<file path="config.mk">
export PLATFORM = sky130hd
export DESIGN_NAME = day_month_counter
export DESIGN_NICKNAME = d
export VERILOG_FILES = /design/src/rtl/day_month_counter.sv
export SDC_FILE = /design/constraint.sdc
export NUM_CORES = 1
export LEC_CHECK = 0
export CORE_MARGIN = 2
export CORE_UTILIZATION = 51
export CTS_CLUSTER_DIAMETER = 30
export DETAILED_ROUTE_END_ITERATION = 10
export PLACE_DENSITY = 0.75
export SLEW_MARGIN = 20
export SYNTH_ARGS = -nofsm -noshare
export SYNTH_HDL_FRONTEND = slang
export SYNTH_SLANG_ARGS = --single-unit
export TNS_END_PERCENT = 50
</file>
<file path="constraint.sdc">
create_clock -name clk -period 3.2 [get_ports clk]
set_input_delay 0.64 -clock clk [delete_from_list [all_inputs] [get_ports clk]]
set_output_delay 0.64 -clock clk [all_outputs]
set_load 0.02 [all_outputs]
</file>
<file path="src/rtl/day_month_counter.sv">
// Calendar day/month counter: advances on the midnight tick, with a
// month-then-day set mode. Define LEAP_YEAR_EN to honour leap_year in February.
module day_month_counter #(
  parameter int INIT_DAY   = 1,
  parameter int INIT_MONTH = 1
) (
  input  logic       clk,
  input  logic       rst,
  input  logic       day_tick,
  input  logic       mode_btn,
  input  logic       inc_btn,
  input  logic       leap_year,
  output logic [4:0] day,
  output logic [3:0] month,
  output logic       year_tick,
  output logic [1:0] set_mode
);

  localparam logic [1:0] ST_RUN       = 2'b00;
  localparam logic [1:0] ST_SET_MONTH = 2'b01;
  localparam logic [1:0] ST_SET_DAY   = 2'b10;

  function automatic logic [4:0] dim_of(input logic [3:0] m, input logic leap);
    case (m)
      4'd4, 4'd6, 4'd9, 4'd11: dim_of = 5'd30;
      4'd2:                    dim_of = leap ? 5'd29 : 5'd28;
      default:                 dim_of = 5'd31;
    endcase
  endfunction

  function automatic int max_dim(input int m);
    if (m == 4 || m == 6 || m == 9 || m == 11) return 30;
`ifdef LEAP_YEAR_EN
    if (m == 2) return 29;
`else
    if (m == 2) return 28;
`endif
    return 31;
  endfunction

  if (INIT_MONTH < 1 || INIT_MONTH > 12 ||
      INIT_DAY < 1 || INIT_DAY > max_dim(INIT_MONTH)) begin : g_bad_init
    $error("day_month_counter: INIT_DAY/INIT_MONTH out of range");
  end

  logic       w_leap;
`ifdef LEAP_YEAR_EN
  assign w_leap = leap_year;
`else
  logic w_unused_leap;
  assign w_leap        = 1'b0;
  assign w_unused_leap = leap_year;
`endif

  logic [1:0] r_state;
  logic [4:0] r_day;
  logic [3:0] r_month;
  logic       r_year_tick;

  logic [1:0] w_state_nx;
  logic [4:0] w_day_nx;
  logic [3:0] w_month_nx;
  logic       w_year_tick_nx;
  logic [4:0] w_dim;
  logic [3:0] w_month_inc;
  logic [4:0] w_dim_inc;

  assign w_dim       = dim_of(r_month, w_leap);
  assign w_month_inc = (r_month == 4'd12) ? 4'd1 : r_month + 4'd1;
  assign w_dim_inc   = dim_of(w_month_inc, w_leap);

  // >= rather than == so a stale Feb 29 rolls over once leap_year drops
  always_comb begin
    w_state_nx     = r_state;
    w_day_nx       = r_day;
    w_month_nx     = r_month;
    w_year_tick_nx = 1'b0;
    case (r_state)
      ST_RUN: begin
        if (mode_btn) w_state_nx = ST_SET_MONTH;
        if (day_tick) begin
          if (r_day >= w_dim) begin
            w_day_nx = 5'd1;
            if (r_month == 4'd12) begin
              w_month_nx     = 4'd1;
              w_year_tick_nx = 1'b1;
            end else begin
              w_month_nx = r_month + 4'd1;
            end
          end else begin
            w_day_nx = r_day + 5'd1;
          end
        end
      end
      ST_SET_MONTH: begin
        if (mode_btn) begin
          w_state_nx = ST_SET_DAY;
        end else if (inc_btn) begin
          w_month_nx = w_month_inc;
          if (r_day > w_dim_inc) w_day_nx = w_dim_inc;
        end
      end
      ST_SET_DAY: begin
        if (mode_btn) begin
          w_state_nx = ST_RUN;
        end else if (inc_btn) begin
          w_day_nx = (r_day >= w_dim) ? 5'd1 : r_day + 5'd1;
        end
      end
      default: w_state_nx = ST_RUN;
    endcase
  end

  always_ff @(posedge clk or posedge rst) begin
    if (rst) begin
      r_state     <= ST_RUN;
      r_day       <= 5'(INIT_DAY);
      r_month     <= 4'(INIT_MONTH);
      r_year_tick <= 1'b0;
    end else begin
      r_state     <= w_state_nx;
      r_day       <= w_day_nx;
      r_month     <= w_month_nx;
      r_year_tick <= w_year_tick_nx;
    end
  end

  assign day       = r_day;
  assign month     = r_month;
  assign year_tick = r_year_tick;
  assign set_mode  = r_state;

endmodule

</file>
# Word-level counts from Yosys, hierarchy flattened
# Cells that the tools add are included.
# totals
elab_cells,63
input_bits,6
ff_bits,12
output_inout_bits,12
# op_classes
eq_ne,23
n_mux,24
n_addsub,2
n_reduce_logical,8
magnitude_cmp,2
# op_table
op,n
two-way mux 5 bit,7
"equality test 4 bit, second input constant",5
two-way mux 4 bit,5
"!= test 2 bit, second input constant",10
"equality test 4 x 3 -> 1 bit, second input constant",4
case mux 5 bit (3 select lines),1
"equality test 4 x 2 -> 1 bit, second input constant",2
case mux 2 bit (2 select lines),2
case mux 4 bit (2 select lines),1
OR reduction 4 bit,2
AND reduction 7 bit,1
two-way mux 2 bit,3
case mux 2 bit (3 select lines),1
"adder 5 x 1 -> 5 bit, second input constant",1
greater-or-equal comparator 5 bit,1
greater-than comparator 5 bit,1
AND reduction 5 bit,1
"adder 4 x 1 -> 4 bit, second input constant",1
two-way mux 1 bit,4
AND reduction 3 bit,1
nonzero test 3 bit,1
"equality test 2 x 1 -> 1 bit, second input constant",1
"equality test 2 bit, second input constant",1
zero test 2 bit,1
nonzero test 2 bit,1

# Depth between registers and ports, before layout
# Gate-level depths: netlist of run 1.
# depth
depth_word,10
depth_mapped,12
mapped_depth_nobuf,12

# Least setup slack after synthesis of run 1
# OpenSTA, ideal clock, no wires.
# synth_path
path_type,register -> register
from,"register r_month[0], in the netlist month[0]"
to,"register r_day[2], in the netlist day[2]"
setup_time_ns,0.121
path_slack_ns,0.520
path_buffers,0
path_stages_with_launch,13
arrival_time_ns,2.559
period_less_slack_ns,2.680
t_required_ns,3.079
cell_sequence,dfstp_2 -> inv_1 -> ha_1 -> a21oi_1 -> a21oi_1 -> o21a_1 -> mux2i_1 -> ha_1 -> nand2_1 -> o2111ai_1 -> o21ai_4 -> o21ai_0 -> a22o_1
# synth_via
elab_chain_cells,8
# synth_rtl
item,line,rtl
"start, declared",57,logic [3:0] r_month;
"start signal, assigned",118,r_month <= 4'(INIT_MONTH);
"start signal, assigned",123,r_month <= w_month_nx;
adder 4 x 1 -> 4 bit (tied with other cells),69,assign w_month_inc = (r_month == 4'd12) ? 4'd1 : r_month + 4'd1;
two-way mux 4 bit / OR reduction 4 bit (equally long branches),"69, 24",
equality test 4 x 3 -> 1 bit (tied with other cells),24,case (m)
OR reduction 4 bit / greater-or-equal comparator 5 bit (equally long branches),"24, 82, 107",
case mux 2 bit (2 select lines) / two-way mux 5 bit (equally long branches),"24, 82, 107",
greater-than comparator 5 bit / two-way mux 5 bit (equally long branches),"100, 106",
!= test 2 bit (no line) / two-way mux 5 bit (equally long branches),--,
AND reduction 7 bit (no line) / case mux 5 bit (3 select lines) (equally long branches),--,
"end signal, assigned",117,r_day <= 5'(INIT_DAY);
"end signal, assigned",122,r_day <= w_day_nx;
"end, declared",56,logic [4:0] r_day;
# Parallel ways exist; a longest one is shown, timed or not. The select of a mux whose other input is x is not followed.
# A chain may end at the register's enable or synchronous reset.

# Worst setup path in the final report of run 1
# layout_path
from,"register r_month[0], in the netlist month[0]"
to,"register r_day[3], in the netlist day[3]"
# The elaborated chain is that of the path after synthesis.

==> results.yml, run 1 <==
min_path:
  worstHoldPathType: "flop to flop"
critical_path:
  timing_worst_setup_path_type: "flop to flop"
  cp-start-kind: "flop"
  critical_path_arrival_ps: 3060
  crit_fanout: 10
  worst_setup_path_end_kind: "flop"
  crit_required_ps: 3360
global_route:
  grt_use_total_pct: 19.50
  grt_max_degree: 13
  globalRouteOverflowTotal: 0
  grt_pass1_wl_microns: 3111
  antenna_found_initial: 0
  grt_pass1_vias: 710
cts:
  clock-sinks: 12
  h-tree-depth: 1
  post_cts_buffers: 0
  cts_tree: "built"
  ctsHoldBuffers: 0
  cts_made_buffers: 3
  root_buffer: "clkbuf_4"
  clk_pin_slew_ps: 80
  cts_resized: 0
  clock_latency_ps: 280
  cts_buffer_depth: 2
timing:
  relSlewSlack_pct: 67.97
  rsz0062_at_grt: "no"
  period_minus_slack_ps: 2897
  hold-worst-slack_ps: 548.5
  setup_tns_ps: 0
  finalSetupViolCount: 0
  setup_ws_ps: 302.6
  finalHoldViolCount: 0
  max_freq_mhz: 345.1
  tightest_slew_ps: 480.0
  slew_violations: 0
  fin_skew_ps: 9.515
  finalCritPeriodShare_pct: 90.54
synth:
  netlist.area_leader.share_pct: 26.04
  synthDistinctLibCells: 37
  yosys_register_bits: 12
  syn-instance-count: 97
  yosys-top-cells-area: "dfrtp_1, ha_1, dfstp_2"
  synth_nets: 116
  yosysWarnings: 0
  ys_seq_area_share_pct: 31.51
  synth_area_leader_cell: "dfrtp_1"
  avgSynthCellArea_sq_um: 9.906
  syn_area_sq_um: 960.9
detailed_routing:
  dr.pass1.iters: 4
  vias: 751
  viasPerCell: 5.326
  drcViolationCount: 0
  drt_wl_total_microns: 1804
  wire_per_inst_microns: 12.79
  antenna_left: 0
  drt_iter0_markers: 21
layout:
  antenna_cells: 0
  nets: 136
  fillers: 151
  multiInputGateArea_sq_um: 609.3
  area_delta_synth_final_pct: 22.27
  fin_cells: 141
  drive_above_1_share_pct: 15.52
  regArea_sq_um: 302.8
placed_design:
  dp_hpwl_microns: 1407
  pre_cts_ws_ps: 312.2
  routabilityCongestion: 0.7996
  io_buffers: 16
  place_inst: 137
floorplanning:
  core_area_sq_um: 1745
  die-area_sq_um: 2247
  boundaryPins: 18
  num_rows: 15
  start_util_pct: 55.05
  die_height_microns: 47.41
  fp.dieW_microns: 47.41
job:
  max-cap-violations: 0
power_and_ir_drop:
  power_mw: 1.273
  p_leak_nw: 0.5176
  power_density_nw_per_um2: 1084
  vdd_drop_max_mv: 0.5722
status:
  status: "finished clean"
placed cells by master, fill, tap and decap left out, drive strengths merged, types with 3 or more instances in the layout:
cell type,n
mux2,4
o21ai,6
ha,13
nand2,6
a21oi,5
inv,12
clkdlybuf4s50,16
nor2,3
nand2b,4
dfrtp,10
clkbuf,4
stage by stage:
stage / utilization [%] / instance area (sq um)
after global routing: 67.31 / 1175
final: 67.31 / 1175
after detailed placement: 65.81 / 1149
after CTS: 67.31 / 1175
after floorplan: - / 960.9
after global placement: 65.81 / 1149
synthesized netlist by cell type (all sizes together):
library cell / n
ha: 13
inv: 12
dfrtp: 10
nand2: 6
o21ai: 6
a21oi: 5
mux2: 4
nand2b: 4
nor2: 3
a22o: 2
and3: 2
dfstp: 2
mux2i: 2
nand3: 2
nor2b: 2
o21a: 2
a2111oi: 1
a21boi: 1
and2: 1
and2b: 1
and4bb: 1
clkbuf: 1
nand4: 1
nand4b: 1
nor3: 1
o2111ai: 1
o221a: 1
o221ai: 1
o22a: 1
o22ai: 1
o2bb2ai: 1
o311ai: 1
o31ai: 1
or2b: 1
or3: 1
xnor2: 1
power breakdown:
group	total (mW)	internal (mW)	switching (mW)
clock network	0.100	0.0484	0.0521
registers	0.357	0.232	0.125
logic	0.816	0.400	0.416
total	1.27	0.680	0.593
sequential cells by signal, summed over array words and instances, names as in the netlist:
signal / flops
month: 4
day: 5
year_tick: 1
set_mode: 2
layer usage:
| metal | global-route usage (%) | part of all wire (%) |
|---|---|---|
| met3 | 3.846 | 2.8 |
| met1 | 27.63 | 50 |
| met5 | 0 | 0 |
| met2 | 30.27 | 46 |
| met4 | 5.000 | 1.1 |
path summary, 6_finish.rpt:
check,startpoint,end,slack (ps),cells after the start
setup reg to reg,month[0],day[3],300,12
max in group asynchronous,rst,month[0],2170,2
hold / removal,set_mode[1],set_mode[0],550,1
setup / recovery,month[0],day[3],300,12
hold reg to reg,set_mode[1],set_mode[0],550,1
min in group asynchronous,rst,day[3],670,2
critical path, cell delays in order, from the launching register on:
cell and delay, ps:
dfstp_2 620, inv_1 120, ha_1 280, a21oi_1 240
a21oi_1 140, o21a_1 140, mux2i_1 200, ha_1 260
nand2_1 60, o2111ai_1 200, o21ai_4 180, a21boi_0 230
o21ai_0 110
final cells by class:
| cell class | count | area share [%] |
|---|---|---|
| clock buffers | 4 | 2.236 |
| inverters | 12 | 3.834 |
| multi-input cells | 72 | 51.86 |
| flip-flops and latches | 12 | 25.77 |
| well taps | 25 | 2.662 |
| repair buffers | 16 | 13.63 |
cells by family (layout without fill, tap and decap cells):
kind of cell	Yosys count	in the layout	synth area share, %
compound gates	25	25	22.40
xor+xnor	1	1	0.9116
fa+ha+maj	13	13	16.93
buf+inv	13	32	5.077
flops	12	12	31.51
mux	6	6	6.771
simple gates	27	27	16.41
Note: power is estimated with default switching activity, not from simulation.
==> run 2, diff against run 1 <==
Settings changed: CORE_UTILIZATION 51 to 50, HOLD_SLACK_MARGIN from default to 0.08, PLACE_DENSITY 0.75 to 0.74.
==> results.yml, run 2 (synthesized netlist as in run 1, its figures left out) <==
floorplanning:
  start_util_pct: 54.47
  fp.dieW_microns: 47.84
  boundaryPins: 18
  core_area_sq_um: 1764
  die_height_microns: 47.84
  die-area_sq_um: 2289
  num_rows: 15
critical_path:
  critical_path_arrival_ps: 3030
  slowest_stage: "dfstp_2"
  slowest_delay_ps: 640
  timing_worst_setup_path_type: "flop to flop"
  worst_setup_path_end_kind: "flop"
  cp-start-kind: "flop"
  path_delay_family: "compound AO/OA/AOI/OAI gates"
  path_buf_inv: 1
  crit_required_ps: 3360
  crit_fanout: 10
  cp_cell_sequence: "inv_1, ha_1, a21oi_1, a21oi_1, o21a_1, mux2i_1, ha_1, nand2_1, o2111ai_1, o21ai_4, a21boi_0, o21ai_0"
detailed_routing:
  drt_iter0_markers: 11
  drt_wl_total_microns: 1874
  dr.pass1.iters: 4
  drcViolationCount: 0
  viasPerCell: 5.418
  antenna_left: 0
  wire_per_inst_microns: 13.29
  vias: 764
job:
  max-cap-violations: 0
timing:
  max_freq_mhz: 347.5
  slew_violations: 0
  fin_skew_ps: 11.42
  setup_tns_ps: 0
  hold-worst-slack_ps: 548.7
  finalSetupViolCount: 0
  relSlewSlack_pct: 69.27
  period_minus_slack_ps: 2878
  setup_ws_ps: 322.1
  finalHoldViolCount: 0
  rsz0062_at_grt: "no"
  tightest_slew_ps: 460.5
  finalCritPeriodShare_pct: 89.93
power_and_ir_drop:
  power_mw: 1.302
  p_leak_nw: 0.5236
  vdd_drop_max_mv: 0.5762
  power_density_nw_per_um2: 1099
placed_design:
  io_buffers: 16
  routabilityCongestion: 0.8390
  pre_cts_ws_ps: 326.2
  dp_hpwl_microns: 1433
  place_inst: 137
  placed_area_sq_um: 1149
layout:
  largest_reg_flops: 5
  final_util_pct: 67.16
  drive_above_1_share_pct: 16.38
  area_delta_synth_final_pct: 23.31
  fin_cells: 141
  layout_common_cells: "clkdlybuf4s50_1, ha_1, inv_1"
  layout_commonest_cell: "clkdlybuf4s50_1"
  antenna_cells: 0
  nets: 136
  fin_area_sq_um: 1185
cts:
  ctsHoldBuffers: 0
  clock-sinks: 12
  cts_buffer_depth: 2
  h-tree-depth: 1
  clk_pin_slew_ps: 80
  cts_tree: "built"
  cts_resized: 0
  post_cts_buffers: 0
  cts_made_buffers: 3
  root_buffer: "clkbuf_4"
  clock_latency_ps: 270
global_route:
  grt_max_degree: 13
  grt_pass1_vias: 723
  globalRouteOverflowTotal: 0
  grt_pass1_wl_microns: 3070
  grt_use_total_pct: 19.22
  antenna_found_initial: 0
status:
  status: "finished clean"
min_path:
  worstHoldPathType: "flop to flop"
## run 2: changes by cell type in the layout (fill, tap and decap cells not counted)
cell	delta
clkbuf_1	-1
clkbuf_8	+1
## run 2: area by class of cell
class | instances | area [sq um]
clock buffers | 4 | 36.28
well taps | 25 | 31.28
repair buffers | 16 | 160.2
fillers | 158 | 579.3
multi-input cells | 72 | 609.3
inverters | 12 | 45.04
flip-flops and latches | 12 | 302.8
## run 2: power by group
group          total [mW]  internal, mW  switching [mW]
Sequential          0.362         0.232           0.130
Clock               0.117        0.0690          0.0484
Combinational       0.823         0.402           0.421
## run 2: metal layers
layer / vias up / routed length, microns / global-route usage, %
met1: 361 / 944 / 25.46
met5: - / 0 / 0
met3: 2 / 54 / 4.906
met4: 0 / 10 / 4.865
met2: 16 / 863 / 31.20
li1: 385 / - / -
## run 2: final timing paths
kind / start / endpoint / slack (ps) / depth (start not counted)
hold reg to reg: set_mode[1] / set_mode[0] / 550 / 1
max in group asynchronous: rst / month[0] / 2180 / 2
setup / recovery: month[0] / day[3] / 320 / 12
setup reg to reg: month[0] / day[3] / 320 / 12
hold / removal: set_mode[1] / set_mode[0] / 550 / 1
min in group asynchronous: rst / day[4] / 670 / 2
## run 2: worst reg2reg max path, stage by stage, from the launching register on
cell and delay [ps]:
dfstp_2 640, inv_1 130, ha_1 280, a21oi_1 250
a21oi_1 140, o21a_1 130, mux2i_1 190, ha_1 260
nand2_1 60, o2111ai_1 190, o21ai_4 180, a21boi_0 220
o21ai_0 100
==> run 3, diff against run 2 <==
Settings changed: CORE_ASPECT_RATIO from default to 0.8.
==> results.yml, run 3 (synthesized netlist as in run 1, its figures left out) <==
layout:
  layout_common_cells: "clkdlybuf4s50_1, ha_1, inv_1"
  largest_reg_flops: 5
  drive_above_1_share_pct: 16.38
  nets: 136
  layout_commonest_cell: "clkdlybuf4s50_1"
  antenna_cells: 0
  fin_cells: 140
  area_delta_synth_final_pct: 23.18
timing:
  period_minus_slack_ps: 2901
  setup_ws_ps: 298.8
  tightest_slew_ps: 470.4
  setup_tns_ps: 0
  rsz0062_at_grt: "no"
  finalSetupViolCount: 0
  slew_violations: 0
  max_freq_mhz: 344.7
  finalCritPeriodShare_pct: 90.66
  fin_skew_ps: 6.635
  finalHoldViolCount: 0
  relSlewSlack_pct: 68.61
floorplanning:
  core_area_sq_um: 1839
  start_util_pct: 52.24
  die_height_microns: 43.21
  die-area_sq_um: 2291
  boundaryPins: 18
  num_rows: 14
  fp.dieW_microns: 53.02
critical_path:
  path_buf_inv: 1
  slowest_delay_ps: 630
  crit_required_ps: 3370
  slowest_stage: "dfstp_2"
  cp_cell_sequence: "inv_1, ha_1, a21oi_1, a21oi_1, o21a_1, mux2i_1, ha_1, nand2_1, o2111ai_1, o21ai_4, o21ai_0, a22o_1"
  critical_path_arrival_ps: 3070
  crit_fanout: 10
  path_delay_family: "compound AO/OA/AOI/OAI gates"
  worst_setup_path_end_kind: "flop"
  cp-start-kind: "flop"
  timing_worst_setup_path_type: "flop to flop"
cts:
  cts_tree: "built"
  clk_pin_slew_ps: 80
  clock-sinks: 12
  h-tree-depth: 1
  ctsHoldBuffers: 0
  root_buffer: "clkbuf_4"
  clock_latency_ps: 270
  post_cts_buffers: 0
  cts_resized: 0
  cts_made_buffers: 3
  cts_buffer_depth: 2
power_and_ir_drop:
  combPwrFrac_pct: 63.3
  power_density_nw_per_um2: 1098
  p_int_mw: 0.7012
  switching_power_mw: 0.5981
  p_clk_share_pct: 9.2
  power_mw: 1.299
  seqPwrFrac_pct: 27.4
  vdd_drop_max_mv: 0.6118
  p_leak_nw: 0.5236
  p_sw_share_pct: 46.03
min_path:
  worstHoldPathType: "flop to flop"
detailed_routing:
  vias: 744
  drt_iter0_markers: 18
  viasPerCell: 5.314
  drcViolationCount: 0
  drt_wl_total_microns: 1881
  dr.pass1.iters: 4
  wire_per_inst_microns: 13.44
  antenna_left: 0
placed_design:
  routabilityCongestion: 0.8270
  pre_cts_ws_ps: 292.9
  place_inst: 136
  dp_hpwl_microns: 1515
  io_buffers: 16
global_route:
  globalRouteOverflowTotal: 0
  grt_use_total_pct: 19.08
  grt_pass1_vias: 703
  grt_pass1_wl_microns: 3146
  antenna_found_initial: 0
  grt_max_degree: 13
status:
  status: "finished clean"
job:
  max-cap-violations: 0
run 3: final cells by class:
type | count | area [sq um]
tap | 24 | 30.03
inverter | 12 | 45.04
clock buffer | 4 | 36.28
multi-input combinational | 72 | 609.3
fill | 167 | 655.6
timing repair buffer | 16 | 160.2
sequential | 12 | 302.8
run 3: metrics by stage:
stage / area (sq um) / utilization, % / hold slack, ps
3_3_place_gp: 1147 / 62.38 / 534.0
3_5_place_dp: 1147 / 62.38 / 531.4
6_report: 1184 / 64.35 / 545.1
5_1_grt: 1184 / 64.35 / 596.2
4_1_cts: 1184 / 64.35 / 549.0
2_1_floorplan: 960.9 / - / 503.3
run 3: worst paths after layout:
| check | from | to | slack, ps | depth (start not counted) |
|---|---|---|---|---|
| setup / recovery | month[0] | day[2] | 300 | 12 |
| hold / removal | set_mode[1] | set_mode[0] | 550 | 1 |
| setup reg to reg | month[0] | day[2] | 300 | 12 |
| hold reg to reg | set_mode[1] | set_mode[0] | 550 | 1 |
| max in group asynchronous | rst | month[0] | 2180 | 2 |
| min in group asynchronous | rst | day[3] | 670 | 2 |
run 3: metal layers:
metal / GRT usage, % / vias up / wire length, microns
met5: 0 / - / 0
met4: 6.154 / 0 / 0
met3: 4.225 / 0 / 66
met2: 28.50 / 13 / 907
met1: 27.23 / 343 / 907
li1: - / 388 / -
run 3: power groups by stage:
| stage | sequential, mW | combinational [mW] | clock [mW] |
|---|---|---|---|
| after floorplan | 0.419 | 0.504 | 0 |
| after global placement | 0.357 | 0.802 | 0 |
| after detailed placement | 0.362 | 0.821 | 0 |
| after CTS | 0.358 | 0.825 | 0.126 |
| after global routing | 0.378 | 0.909 | 0.134 |
| final | 0.357 | 0.823 | 0.120 |
run 3: worst reg2reg max path, cell delays in order, from the launching register on:
cell and delay (ps):
dfstp_2 630, inv_1 140, ha_1 290, a21oi_1 240, a21oi_1 140, o21a_1 130
mux2i_1 190, ha_1 260, nand2_1 60, o2111ai_1 210, o21ai_4 190, o21ai_0 140
a22o_1 190
